## src/rtl/mlp_job_arbiter.sv

```systemverilog
// Round-robin job arbiter sharing one MLP accelerator among R requesters.
// Launches one inference at a time, guards it with a watchdog, and returns ID-tagged results.
//
// state  | meaning
// IDLE   | arbitrate; grant one requester and latch its input vector
// LAUNCH | pulse mlp_init for one cycle
// WAIT   | wait for mlp_ready or watchdog expiry
// RESP   | present the response until rsp_ready
module mlp_job_arbiter #(
  parameter int WORD_SIZE = 8,
  parameter int N         = 2,
  parameter int R         = 4,
  parameter int TIMEOUT   = 255,
  localparam int IDW      = $clog2(R),
  localparam int VW       = N * WORD_SIZE
) (
  input  logic             clk,
  input  logic             n_rst,
  input  logic [R-1:0]     req_valid,
  input  logic [R*VW-1:0]  req_data,
  output logic [R-1:0]     req_ready,
  output logic             rsp_valid,
  output logic [IDW-1:0]   rsp_id,
  output logic [VW-1:0]    rsp_data,
  output logic             rsp_err,
  input  logic             rsp_ready,
  output logic             mlp_init,
  output logic [VW-1:0]    mlp_inputs,
  input  logic             mlp_ready,
  input  logic [VW-1:0]    mlp_outputs,
  output logic             mlp_rst_n,
  output logic             busy,
  output logic [15:0]      job_count
);

  localparam int TW = (TIMEOUT > 0) ? $clog2(TIMEOUT + 1) : 1;
  localparam logic [TW-1:0] TIMEOUT_T = TW'(TIMEOUT);

  typedef enum logic [1:0] {
    S_IDLE   = 2'd0,
    S_LAUNCH = 2'd1,
    S_WAIT   = 2'd2,
    S_RESP   = 2'd3
  } state_t;

  state_t         state, state_d;
  logic [IDW-1:0] rr_ptr;
  logic [TW-1:0]  timer;
  logic           rst_hold;
  logic           grant_any;
  logic [IDW-1:0] grant_idx;
  logic           tmo_fire;
  int             scan;

  // Rotating priority scan starting at rr_ptr; the first valid requester wins.
  always_comb begin
    grant_any = 1'b0;
    grant_idx = '0;
    scan      = 0;
    for (int i = 0; i < R; i++) begin
      scan = int'(rr_ptr) + i;
      if (scan >= R) scan = scan - R;
      if (!grant_any && req_valid[scan]) begin
        grant_any = 1'b1;
        grant_idx = IDW'(scan);
      end
    end
  end

  always_comb begin
    req_ready = '0;
    if (state == S_IDLE && grant_any) req_ready[grant_idx] = 1'b1;
  end

  always_comb begin
    state_d  = state;
    tmo_fire = 1'b0;
    case (state)
      S_IDLE:   if (grant_any) state_d = S_LAUNCH;
      S_LAUNCH: state_d = S_WAIT;
      S_WAIT: begin
        if (mlp_ready) begin
          state_d = S_RESP;
        end else if (TIMEOUT != 0 && timer == TIMEOUT_T) begin
          tmo_fire = 1'b1;
          state_d  = S_RESP;
        end
      end
      S_RESP:   if (rsp_ready) state_d = S_IDLE;
      default:  state_d = S_IDLE;
    endcase
  end

  always_ff @(posedge clk or negedge n_rst) begin
    if (!n_rst) begin
      state      <= S_IDLE;
      rr_ptr     <= '0;
      timer      <= '0;
      rst_hold   <= 1'b0;
      rsp_valid  <= 1'b0;
      rsp_id     <= '0;
      rsp_data   <= '0;
      rsp_err    <= 1'b0;
      mlp_init   <= 1'b0;
      mlp_inputs <= '0;
      mlp_rst_n  <= 1'b0;
      busy       <= 1'b0;
      job_count  <= '0;
    end else begin
      state     <= state_d;
      busy      <= (state_d != S_IDLE);
      mlp_init  <= (state == S_IDLE) && grant_any;
      // Watchdog expiry holds the MLP in reset for two cycles.
      mlp_rst_n <= !(tmo_fire || rst_hold);
      rst_hold  <= tmo_fire;
      case (state)
        S_IDLE: begin
          if (grant_any) begin
            mlp_inputs <= req_data[grant_idx*VW +: VW];
            rsp_id     <= grant_idx;
          end
        end
        S_LAUNCH: timer <= '0;
        S_WAIT: begin
          timer <= timer + 1'b1;
          if (mlp_ready) begin
            rsp_data  <= mlp_outputs;
            rsp_err   <= 1'b0;
            rsp_valid <= 1'b1;
          end else if (tmo_fire) begin
            rsp_data  <= '0;
            rsp_err   <= 1'b1;
            rsp_valid <= 1'b1;
          end
        end
        S_RESP: begin
          if (rsp_ready) begin
            rsp_valid <= 1'b0;
            rr_ptr    <= (rsp_id == IDW'(R - 1)) ? '0 : rsp_id + 1'b1;
            job_count <= job_count + 16'd1;
          end
        end
        default: ;
      endcase
    end
  end

endmodule
```

## config.mk

```make
export PLATFORM = sky130hd
export DESIGN_NAME = mlp_job_arbiter
export DESIGN_NICKNAME = d
export VERILOG_FILES = /design/src/rtl/mlp_job_arbiter.sv
export SDC_FILE = /design/constraint.sdc
export NUM_CORES = 1
export LEC_CHECK = 0
export BUFFER_PORTS_ARGS = -buffer_cell sky130_fd_sc_hd__buf_2
export CAP_MARGIN = 20
export CORE_MARGIN = 2
export CORE_UTILIZATION = 35
export DETAILED_ROUTE_END_ITERATION = 8
export HOLD_SLACK_MARGIN = 0.02
export MAX_ROUTING_LAYER = met4
export PLACE_DENSITY = 0.6
export SYNTH_ARGS = -nofsm -noshare
export SYNTH_HDL_FRONTEND = slang
export SYNTH_SLANG_ARGS = --single-unit
```

## constraint.sdc

```tcl
create_clock -name clk -period 3.1 [get_ports clk]
set_clock_uncertainty 0.2 [all_clocks]
set_input_delay 0.62 -clock clk [delete_from_list [all_inputs] [get_ports clk]]
set_output_delay 0.62 -clock clk [all_outputs]
set_load 0.05 [all_outputs]
```

Word level (Yosys, flattened, before mapping)
Cells that the tools add are included.

cells by class
  equality and inequality tests = 7
  add/sub/neg operators = 10
  reduce and logical (&&, ||, !) cells = 19
  shifts and indexed selects = 1
  multiplexer cells = 44
  order comparisons = 10

operators by type and width
  kind                                                                                  count
  32-bit by 4-bit less-than comparator with 1-bit output (second input constant)        4
  32-bit two-way mux                                                                    4
  64-bit by 7-bit variable part select with 16-bit output                               1
  16-bit two-way mux                                                                    2
  1-bit two-way mux                                                                     20
  2-bit two-way mux                                                                     9
  16-bit by 1-bit adder with 16-bit output (second input constant)                      1
  8-bit one-hot mux with 2 select lines                                                 1
  3-bit by 3-bit subtractor with 4-bit output (second input constant)                   3
  3-bit greater-or-equal comparator (second input constant)                             3
  8-bit by 1-bit adder with 8-bit output (second input constant)                        1
  1-bit binary-select mux with 2-bit select                                             4
  8-bit == test (second input constant)                                                 1
  2-bit one-hot mux with 4 select lines                                                 1
  2-bit nonzero test                                                                    4
  2-bit by 2-bit adder with 3-bit output (second input constant)                        2
  2-bit == test (second input constant)                                                 3
  2-bit AND reduction                                                                   3
  1-bit logical AND                                                                     5
  1-bit zero test                                                                       4
  4-bit two-way mux                                                                     1
  2-bit by 3-bit subtractor with 4-bit output (second input constant)                   1
  2-bit by 1-bit adder with 3-bit output (second input constant)                        1
  2-bit by 3-bit greater-or-equal comparator with 1-bit output (second input constant)  1
  other kinds (11)                                                                      11

storage, ports and cells
  input port bits = 88
  register bits = 68
  logic and storage cells = 104
  output and inout bits = 59

Longest topological paths before layout
Gate-level depths: netlist of run 1.

  word-level depth = 20
  gate-level depth with buffers = 8
  gate-level depth less buffers = 7

Worst setup path after synthesis of run 1
No wires, ideal clock.

  path kind = input to output
  from = input req_valid[3]
  to = output req_ready[1]
  stages on the path = 6
  required time = 2280 ps
  buffers on the path = 1
  data arrival time = 2079 ps
  slack = 201 ps
  path through = nand2b_1 > a211o_1 > o21ai_0 > nand2_2 > buf_6 > nor2_1

between the ends
  word-level cells in the longest chain between the ends = 18
  elaborated cells on any way between the ends = 33
  classes of those cells = 2 x order compare; 23 x mux; 8 x reduce/logical

RTL lines
  element                                                                                                                                                      RTL line  RTL
  start: declaration                                                                                                                                           19        input logic [R-1:0] req_valid,
  1-bit binary-select mux with 2-bit select                                                                                                                    63        if (!grant_any && req_valid[scan]) begin
  1-bit two-way mux (not written as such) (2 in series)                                                                                                        63
  1-bit two-way mux                                                                                                                                            63
  1-bit zero test                                                                                                                                              63
  1-bit logical AND                                                                                                                                            63
  1-bit two-way mux                                                                                                                                            63
  1-bit zero test                                                                                                                                              63
  1-bit logical AND                                                                                                                                            63
  1-bit two-way mux                                                                                                                                            63
  1-bit zero test                                                                                                                                              63
  1-bit logical AND                                                                                                                                            63
  2-bit two-way mux                                                                                                                                            63
  2-bit by 3-bit less-than comparator with 1-bit output (not written as such) or 2-bit by 1-bit greater-or-equal comparator with 1-bit output (tied branches)  72        if (state == S_IDLE && grant_any) req_ready[grant_idx] = 1'b1;
  1-bit logical AND (not written as such)                                                                                                                      72
  1-bit two-way mux (not written as such)                                                                                                                      72
  1-bit demux with 2-bit select                                                                                                                                72
  4-bit two-way mux *                                                                                                                                          72
  end: declaration                                                                                                                                             21        output logic [R-1:0] req_ready,

Mark *: on every way between the ends. The rest lies on a longest branch, timed or not. The select of a mux whose other input is x is not followed.

Final worst setup path of run 1
  from = register rr_ptr[0]
  to = output req_ready[0]

between the ends
  word-level cells in the longest chain between the ends = 20
  elaborated cells on any way between the ends = 48
  classes of those cells = 7 x add/sub; 6 x order compare; 27 x mux; 8 x reduce/logical

RTL lines
  element                                                                                               RTL line  RTL
  start: declaration                                                                                    47        logic [IDW-1:0] rr_ptr;
  start signal: assignment                                                                              139       rr_ptr <= (rsp_id == IDW'(R - 1)) ? '0 : rsp_id + 1'b1;
  parallel branches: the longest is 19 deep, another holds 3-bit by 3-bit subtractor with 4-bit output  --
  4-bit two-way mux *                                                                                   72

Mark *: on every way between the ends. The select of a mux whose other input is x is not followed.

==> results.json, run 1 <==
{
  "cp.arrival_ns": 1.80,
  "setup_viol_count_final": 0,
  "drc": 0,
  "synth.avg_cell_area_sq_um": 11.28,
  "cts_setup_buffers": 0,
  "combPwrFrac_pct": 51.8,
  "critPathSlowestCell": "dfrtp_1",
  "critPathKind": "reg -> out",
  "ioPinCount": 147,
  "synth_top_area_share_pct": 50.63,
  "tns_ns": 0,
  "swShare_pct": 48.27,
  "core_sq_um": 9284,
  "net-switching-power_w": 0.002197,
  "vdd.ir_drop.worst_mv": 0.5145,
  "grt_pass1_vias": 2734,
  "synth-main-ff-cell": "dfrtp_1",
  "grt_pass1_wl_microns": 13040,
  "seq_area_frac_synth_pct": 50.63,
  "syn_nets": 394,
  "fin_crit_sh_pct": 84.64,
  "vias": 2817,
  "area.growth.synth_to_final_pct": 32.20,
  "powerDensity_nw_per_um2": 1024,
  "ant_nets": 0,
  "grt_max_degree": 69,
  "reg2reg_depth": 6,
  "fill_cells": 927,
  "postCtsHoldBufs": 0,
  "end_kind": "primary output",
  "hp-class": "in -> async",
  "critPathLaunch": "rr_ptr[0]",
  "first_pass_iters": 6,
  "synth_area_leaders": "dfrtp_1 51%, mux2i_1 10%, nand2_1 4.6%",
  "clk-insertion-delay-late_ns": 0.33,
  "startpoint_type": "register",
  "drtIter0Drc": 68,
  "reg2reg_slack_ns": 0.89,
  "power.share.sequential_pct": 30.4,
  "ys_top_cells_by_count": "68 x dfrtp_1, 41 x nand2_1, 34 x mux2i_1",
  "synth_most_common_cell": "dfrtp_1",
  "synth-seq-cells": 68,
  "yosys_warnings": 0,
  "r2r_start": "state[0]",
  "clk_pin_slew_ns": 0.07,
  "cts_tree": "done",
  "clock_path_buffers": 2,
  "viasPerCell": 4.824,
  "num_rows": 35,
  "cts.repair.resized": 0,
  "clock-sinks": 68,
  "yosys.area.top_type": "dfrtp_1",
  "relSlewSlack_pct": 71.10,
  "rsz0062_at_grt": "no",
  "grt_use_total_pct": 16.39,
  "required_ns": 2.28,
  "synth_edf_count": 0,
  "period_needed_ns": 2.624,
  "nets": 546,
  "die_width_microns": 102.0,
  "numCtsBuffers": 9,
  "wl_per_cell_microns": 14.28,
  "cp-endpoint": "req_ready[0]",
  "dp_hpwl_microns": 6185,
  "start_util_pct": 36.20,
  "cp_max_fo": 5,
  "syn_inst": 298,
  "slew_violations": 0,
  "drv_cap": 0,
  "port_buffers": 146,
  "cellInternalPower_w": 0.002355,
  "die_area_sq_um": 10400,
  "status": "complete, no violations",
  "worst_pin_slew_ns": 0.4334,
  "htree_num_levels": 3,
  "fmax_mhz": 381.1,
  "finalWirelength_microns": 8342,
  "yosysUniqueCellTypes": 40,
  "ys_async_sr_fraction_pct": 100.0,
  "n_antenna_cell": 0,
  "netlist_area_sq_um": 3361,
  "power.leakage_nw": 2.343,
  "pre_cts_ws_ns": 0.5263,
  "worstPathCellList": "nor3b_1 > a211o_1 > o21ai_0 > and3_1 > buf_2",
  "setup_slack_ns": 0.4761,
  "cp_slowest_stage_delay_ns": 0.45,
  "drive_above_1_share_pct": 40.00,
  "p_clk_share_pct": 17.8,
  "gp_congestion": 0.7699,
  "dieHeight_microns": 102.0,
  "antenna_found_initial": 0,
  "finalHoldViolations": 0,
  "overflow": 0,
  "reg2reg_to": "rsp_data[14]",
  "clockRootBuffer": "clkbuf_8"
}
## worst min path at each step
stage / end / slack, ns / cells after the start
global placement: mlp_rst_n / 0.19 / 1
finish: rsp_valid / 0.1 / 2
floorplan: busy / 0.12 / 0
CTS: rsp_data[5] / 0.11 / 2
global route: rsp_data[0] / 0.12 / 2
detailed placement: mlp_rst_n / 0.18 / 1
## critical path: cells and delay by family (launching register included)
| kind | cells | cell delay (ns) |
|---|---|---|
| AO/OA/AOI/OAI | 2 | 0.40 |
| buffers and inverters | 1 | 0.25 |
| flip-flops | 1 | 0.45 |
| AND/OR/NAND/NOR | 2 | 0.37 |
## metrics by stage
stage	utilization (%)	cells	power, W	instance area, sq um	hold slack (ns)
global placement	45.43	568	0.003732	4218	0.1891
CTS	47.86	584	0.004611	4443	0.1069
global route	47.86	584	0.004845	4443	0.1228
floorplan	-	298	0.003218	3361	0.1244
finish	47.86	584	0.004551	4443	0.09639
detailed placement	45.43	568	0.003775	4218	0.1820
## power by group through the flow
stage | clock network [W] | logic [W] | registers (W)
2_1_floorplan | 0 | 0.000957 | 0.00226
3_3_place_gp | 0 | 0.00234 | 0.00139
3_5_place_dp | 0 | 0.00239 | 0.00139
4_1_cts | 0.000846 | 0.00238 | 0.00139
5_1_grt | 0.000896 | 0.00252 | 0.00143
6_report | 0.000812 | 0.00236 | 0.00138
## routing by layer
| metal | wire length, microns | GRT usage (%) |
|---|---|---|
| met5 | 0 | - |
| met4 | 155 | 5.231 |
| met3 | 375 | 4.036 |
| met2 | 4182 | 26.47 |
| met1 | 3629 | 20.31 |
## layout make-up
class                   instances  area, sq um  share of cell area [%]
inverters                       7        26.28                  0.5914
multi-input cells             210         1525                   34.33
well taps                     129        161.4                   3.633
repair buffers                154        803.3                   18.08
clock inverters                 6        87.58                   1.971
flip-flops and latches         68         1702                   38.30
clock buffers                  10        137.6                   3.098
## cells in the final DEF, fill, tap and decap left out, types with 2 or more instances in the layout
cell / Yosys / final
buf_2: 4 / 146
dfrtp_1: 68 / 68
nand2_1: 41 / 41
mux2i_1: 34 / 34
nor2_1: 17 / 17
a22o_1: 16 / 16
o221ai_1: 16 / 16
nand3_1: 14 / 14
xnor2_1: 11 / 11
clkbuf_8: 1 / 10
ha_1: 8 / 8
inv_1: 7 / 7
o21ai_0: 7 / 7
buf_4: 0 / 7
and3_1: 6 / 6
xor2_1: 6 / 6
nor3_1: 4 / 4
nand2_2: 3 / 3
o31ai_1: 3 / 3
clkinvlp_4: 0 / 3
and2_1: 2 / 2
nor2b_1: 2 / 2
nand2b_1: 2 / 2
mux2_2: 2 / 2
bufinv_16: 0 / 2
## state kept, by name (all words and copies together) (netlist names)
| register | flops |
|---|---|
| job_count | 16 |
| rsp_valid | 1 |
| mlp_inputs | 16 |
| rsp_id | 2 |
| rr_ptr | 2 |
| rst_hold | 1 |
| rsp_data | 16 |
| busy | 1 |
| mlp_init | 1 |
| rsp_err | 1 |
| mlp_rst_n | 1 |
| state | 2 |
| timer | 8 |
## kinds of logic after synthesis
family | Yosys count | synth area share (%)
flip-flops | 68 | 50.63
buffers and inverters | 20 | 4.319
multiplexers | 36 | 10.80
adder cells (fa/ha/maj) | 8 | 2.979
AND/OR/NAND/NOR | 98 | 13.59
AO/OA/AOI/OAI | 51 | 13.25
XOR/XNOR | 17 | 4.430
Power figures use the tool's default switching activity.
==> run 2: changes to the inputs <==
--- a/config.mk
+++ b/config.mk
@@ -5,6 +5,7 @@
 export SDC_FILE = /design/constraint.sdc
 export NUM_CORES = 1
 export LEC_CHECK = 0
+export ABC_AREA = 1
 export BUFFER_PORTS_ARGS = -buffer_cell sky130_fd_sc_hd__buf_2
 export CAP_MARGIN = 20
 export CORE_MARGIN = 2
@@ -12,7 +13,7 @@
 export DETAILED_ROUTE_END_ITERATION = 8
 export HOLD_SLACK_MARGIN = 0.02
 export MAX_ROUTING_LAYER = met4
-export PLACE_DENSITY = 0.6
+export PLACE_DENSITY = 0.61
 export SYNTH_ARGS = -nofsm -noshare
 export SYNTH_HDL_FRONTEND = slang
 export SYNTH_SLANG_ARGS = --single-unit
==> constraint.sdc (replaced) <==
create_clock -name clk -period 2.4 [get_ports clk]
set_clock_uncertainty 0.2 [all_clocks]
set_input_delay 0.48 -clock clk [delete_from_list [all_inputs] [get_ports clk]]
set_output_delay 0.48 -clock clk [all_outputs]
set_load 0.05 [all_outputs]
==> results.json, run 2 <==
{
  "clockRootBuffer": "clkbuf_8",
  "synth_area_leaders": "dfrtp_1 46%, nand3_1 13%, nand2_1 12%",
  "synth_most_common_cell": "nand2_1",
  "nets": 710,
  "die_area_sq_um": 11310,
  "hold_depth": 2,
  "yosysUniqueCellTypes": 37,
  "seq_area_frac_synth_pct": 46.43,
  "syn_nets": 534,
  "final_cell_mix": "142 x buf_2, 97 x nand2_1, 94 x nand3_1, 66 x dfrtp_1, 27 x inv_1",
  "critPathSlowestCell": "dfrtp_2",
  "viasPerCell": 4.857,
  "ant_nets": 0,
  "placed_cell_area_sq_um": 4762,
  "tns_ns": -1.457,
  "grt_pass1_vias": 3570,
  "drtIter0Drc": 357,
  "layout_commonest_cell": "buf_2",
  "yosys_warnings": 0,
  "setup_slack_ns": -0.3975,
  "drive_above_1_share_pct": 41.03,
  "fin_area_sq_um": 5235,
  "whs_endpoint": "rst_hold",
  "antenna_found_initial": 0,
  "grt_pass1_wl_microns": 16410,
  "netlist_area_sq_um": 3665,
  "hold_start": "mlp_ready",
  "port_buffers": 146,
  "synth_top_area_share_pct": 46.43,
  "syn_inst": 438,
  "required_ns": 1.72,
  "worstPathCellList": "buf_12 > clkinv_8 > nand2_2 > nand3_2 > nand2_4 > nor2_8 > nand2_4 > nor2_4 > a21oi_4 > nor3_4 > buf_6",
  "htree_num_levels": 3,
  "start_util_pct": 35.82,
  "finalPower_w": 0.008666,
  "reg2reg_slack_ns": 0.08,
  "core_sq_um": 10230,
  "cp.arrival_ns": 2.12,
  "area.growth.synth_to_final_pct": 42.85,
  "critPathKind": "reg -> out",
  "hp-class": "in -> reg",
  "drc": 0,
  "num_rows": 37,
  "relSlewSlack_pct": 61.26,
  "startpoint_type": "register",
  "status": "finished, violations left",
  "ys_top_cells_by_count": "113 x nand2_1, 97 x nand3_1, 68 x dfrtp_1",
  "synth.avg_cell_area_sq_um": 8.367,
  "cp_max_fo": 6,
  "power.leakage_nw": 2.843,
  "synth-main-ff-cell": "dfrtp_1",
  "end_kind": "primary output",
  "dp_hpwl_microns": 7532,
  "r2r_start": "rr_ptr[0]",
  "wl_per_cell_microns": 13.91,
  "ys_async_sr_fraction_pct": 100.0,
  "yosys.area.top_type": "dfrtp_1",
  "powerDensity_nw_per_um2": 1655,
  "first_pass_iters": 4,
  "synth_edf_count": 0,
  "overflow": 0,
  "vdd.ir_drop.worst_mv": 0.8714,
  "setup_viol_count_final": 4,
  "worst_pin_slew_ns": 0.5811,
  "clock_path_buffers": 2,
  "synth-seq-cells": 68,
  "top_regs": "job_count: 16 flops, mlp_inputs: 16 flops, rsp_data: 16 flops",
  "dieHeight_microns": 106.3,
  "ioPinCount": 147,
  "fmax_mhz": 357.5,
  "reg2reg_depth": 14,
  "gp_congestion": 0.8359,
  "crit_path_frequent_cell": "nand2_4",
  "fin_crit_sh_pct": 116.6,
  "grt_use_total_pct": 18.60,
  "reg2reg_to": "mlp_inputs[7]",
  "slew_violations": 0,
  "violations": "setup timing",
  "numCtsBuffers": 9,
  "clock-sinks": 68,
  "cts_tree": "done",
  "clk-insertion-delay-late_ns": 0.36,
  "die_width_microns": 106.3,
  "period_needed_ns": 2.798,
  "rsz0062_at_grt": "yes",
  "finalWirelength_microns": 10500,
  "grt_max_degree": 33,
  "cp_slowest_stage_delay_ns": 0.43,
  "vias": 3667,
  "n_antenna_cell": 0,
  "drv_cap": 0,
  "clk_pin_slew_ns": 0.07,
  "finalHoldViolations": 0
}
==> run 2: cell count changes in the layout (fill, tap and decap cells not counted), sizes merged, moves of 4 or more <==
cell / before / now
mux2i: 34 / 0
nand3: 14 / 97
o221ai: 18 / 0
nand2: 44 / 124
xnor2: 11 / 6
inv: 7 / 35
nand4: 1 / 5
buf: 154 / 182
a21oi: 1 / 10
and3: 6 / 0
==> run 2: final cells by class <==
| class | instances | area [sq um] |
|---|---|---|
| clock buffer | 9 | 123.9 |
| clock inverter | 7 | 75.07 |
| fill | 984 | 4996 |
| inverter | 36 | 147.6 |
| multi-input combinational | 316 | 1896 |
| sequential | 68 | 1704 |
| tap | 136 | 170.2 |
| timing repair buffer | 183 | 1119 |
==> run 2: power breakdown <==
part           total (W)  switching (W)  leakage [nW]  internal [W]
clock           0.000980       0.000495        0.0923      0.000485
combinational    0.00588        0.00389          1.89       0.00200
sequential       0.00180       0.000260         0.859       0.00154
total            0.00867        0.00464          2.84       0.00402
==> run 2: worst max-delay path, delay by kind of cell (launching register included) <==
kind            cells  cell delay (ns)
compound gates      1             0.10
buf+inv             3             0.38
flops               1             0.43
simple gates        7             0.85
==> run 2: stage by stage <==
| stage | setup slack, ns | hold WS [ns] | util (%) | instances |
|---|---|---|---|---|
| after floorplan | -0.1357 | -0.01559 | - | 438 |
| after global placement | -0.1380 | 0.2580 | 46.55 | 729 |
| after detailed placement | -0.1663 | 0.2629 | 46.55 | 729 |
| after CTS | -0.3673 | 0.08597 | 48.94 | 747 |
| after global routing | -0.5005 | 0.08608 | 51.17 | 755 |
| final | -0.3975 | 0.1041 | 51.17 | 755 |
==> run 2: worst max path at each step <==
stage	start	to	slack, ns	cells past startpoint
floorplan	rr_ptr[0]	req_ready[2]	-0.14	11
global placement	req_valid[3]	req_ready[2]	-0.14	11
detailed placement	req_valid[3]	req_ready[2]	-0.17	11
CTS	rr_ptr[0]	req_ready[2]	-0.37	10
global route	rr_ptr[0]	req_ready[2]	-0.50	12
finish	rr_ptr[0]	req_ready[2]	-0.40	11
==> run 2: metal layers <==
layer  part of all wire, %  wire [microns]  track usage (%)  up-vias
met4                   1.6             165            5.451        0
li1                      -               -                -     1808
met2                    48            4993            30.49      151
met5                     0               0                -        -
met3                   8.3             874            5.702       13
met1                    43            4470            22.13     1695
==> run 2: logic make-up after synthesis <==
group	Yosys count	synth area share [%]
simple gates	253	32.71
flops	68	46.43
buf+inv	54	6.589
compound gates	41	8.194
xor+xnor	14	3.346
fa+ha+maj	8	2.731
==> run 2: what timing repair did <==
action,CTS,global route
gates resized for setup,10,43
hold buffers,1,0
pin swaps,0,23
endpoints found under the hold margin,20,0
setup buffers,1,10
setup endpoints to repair,5,10
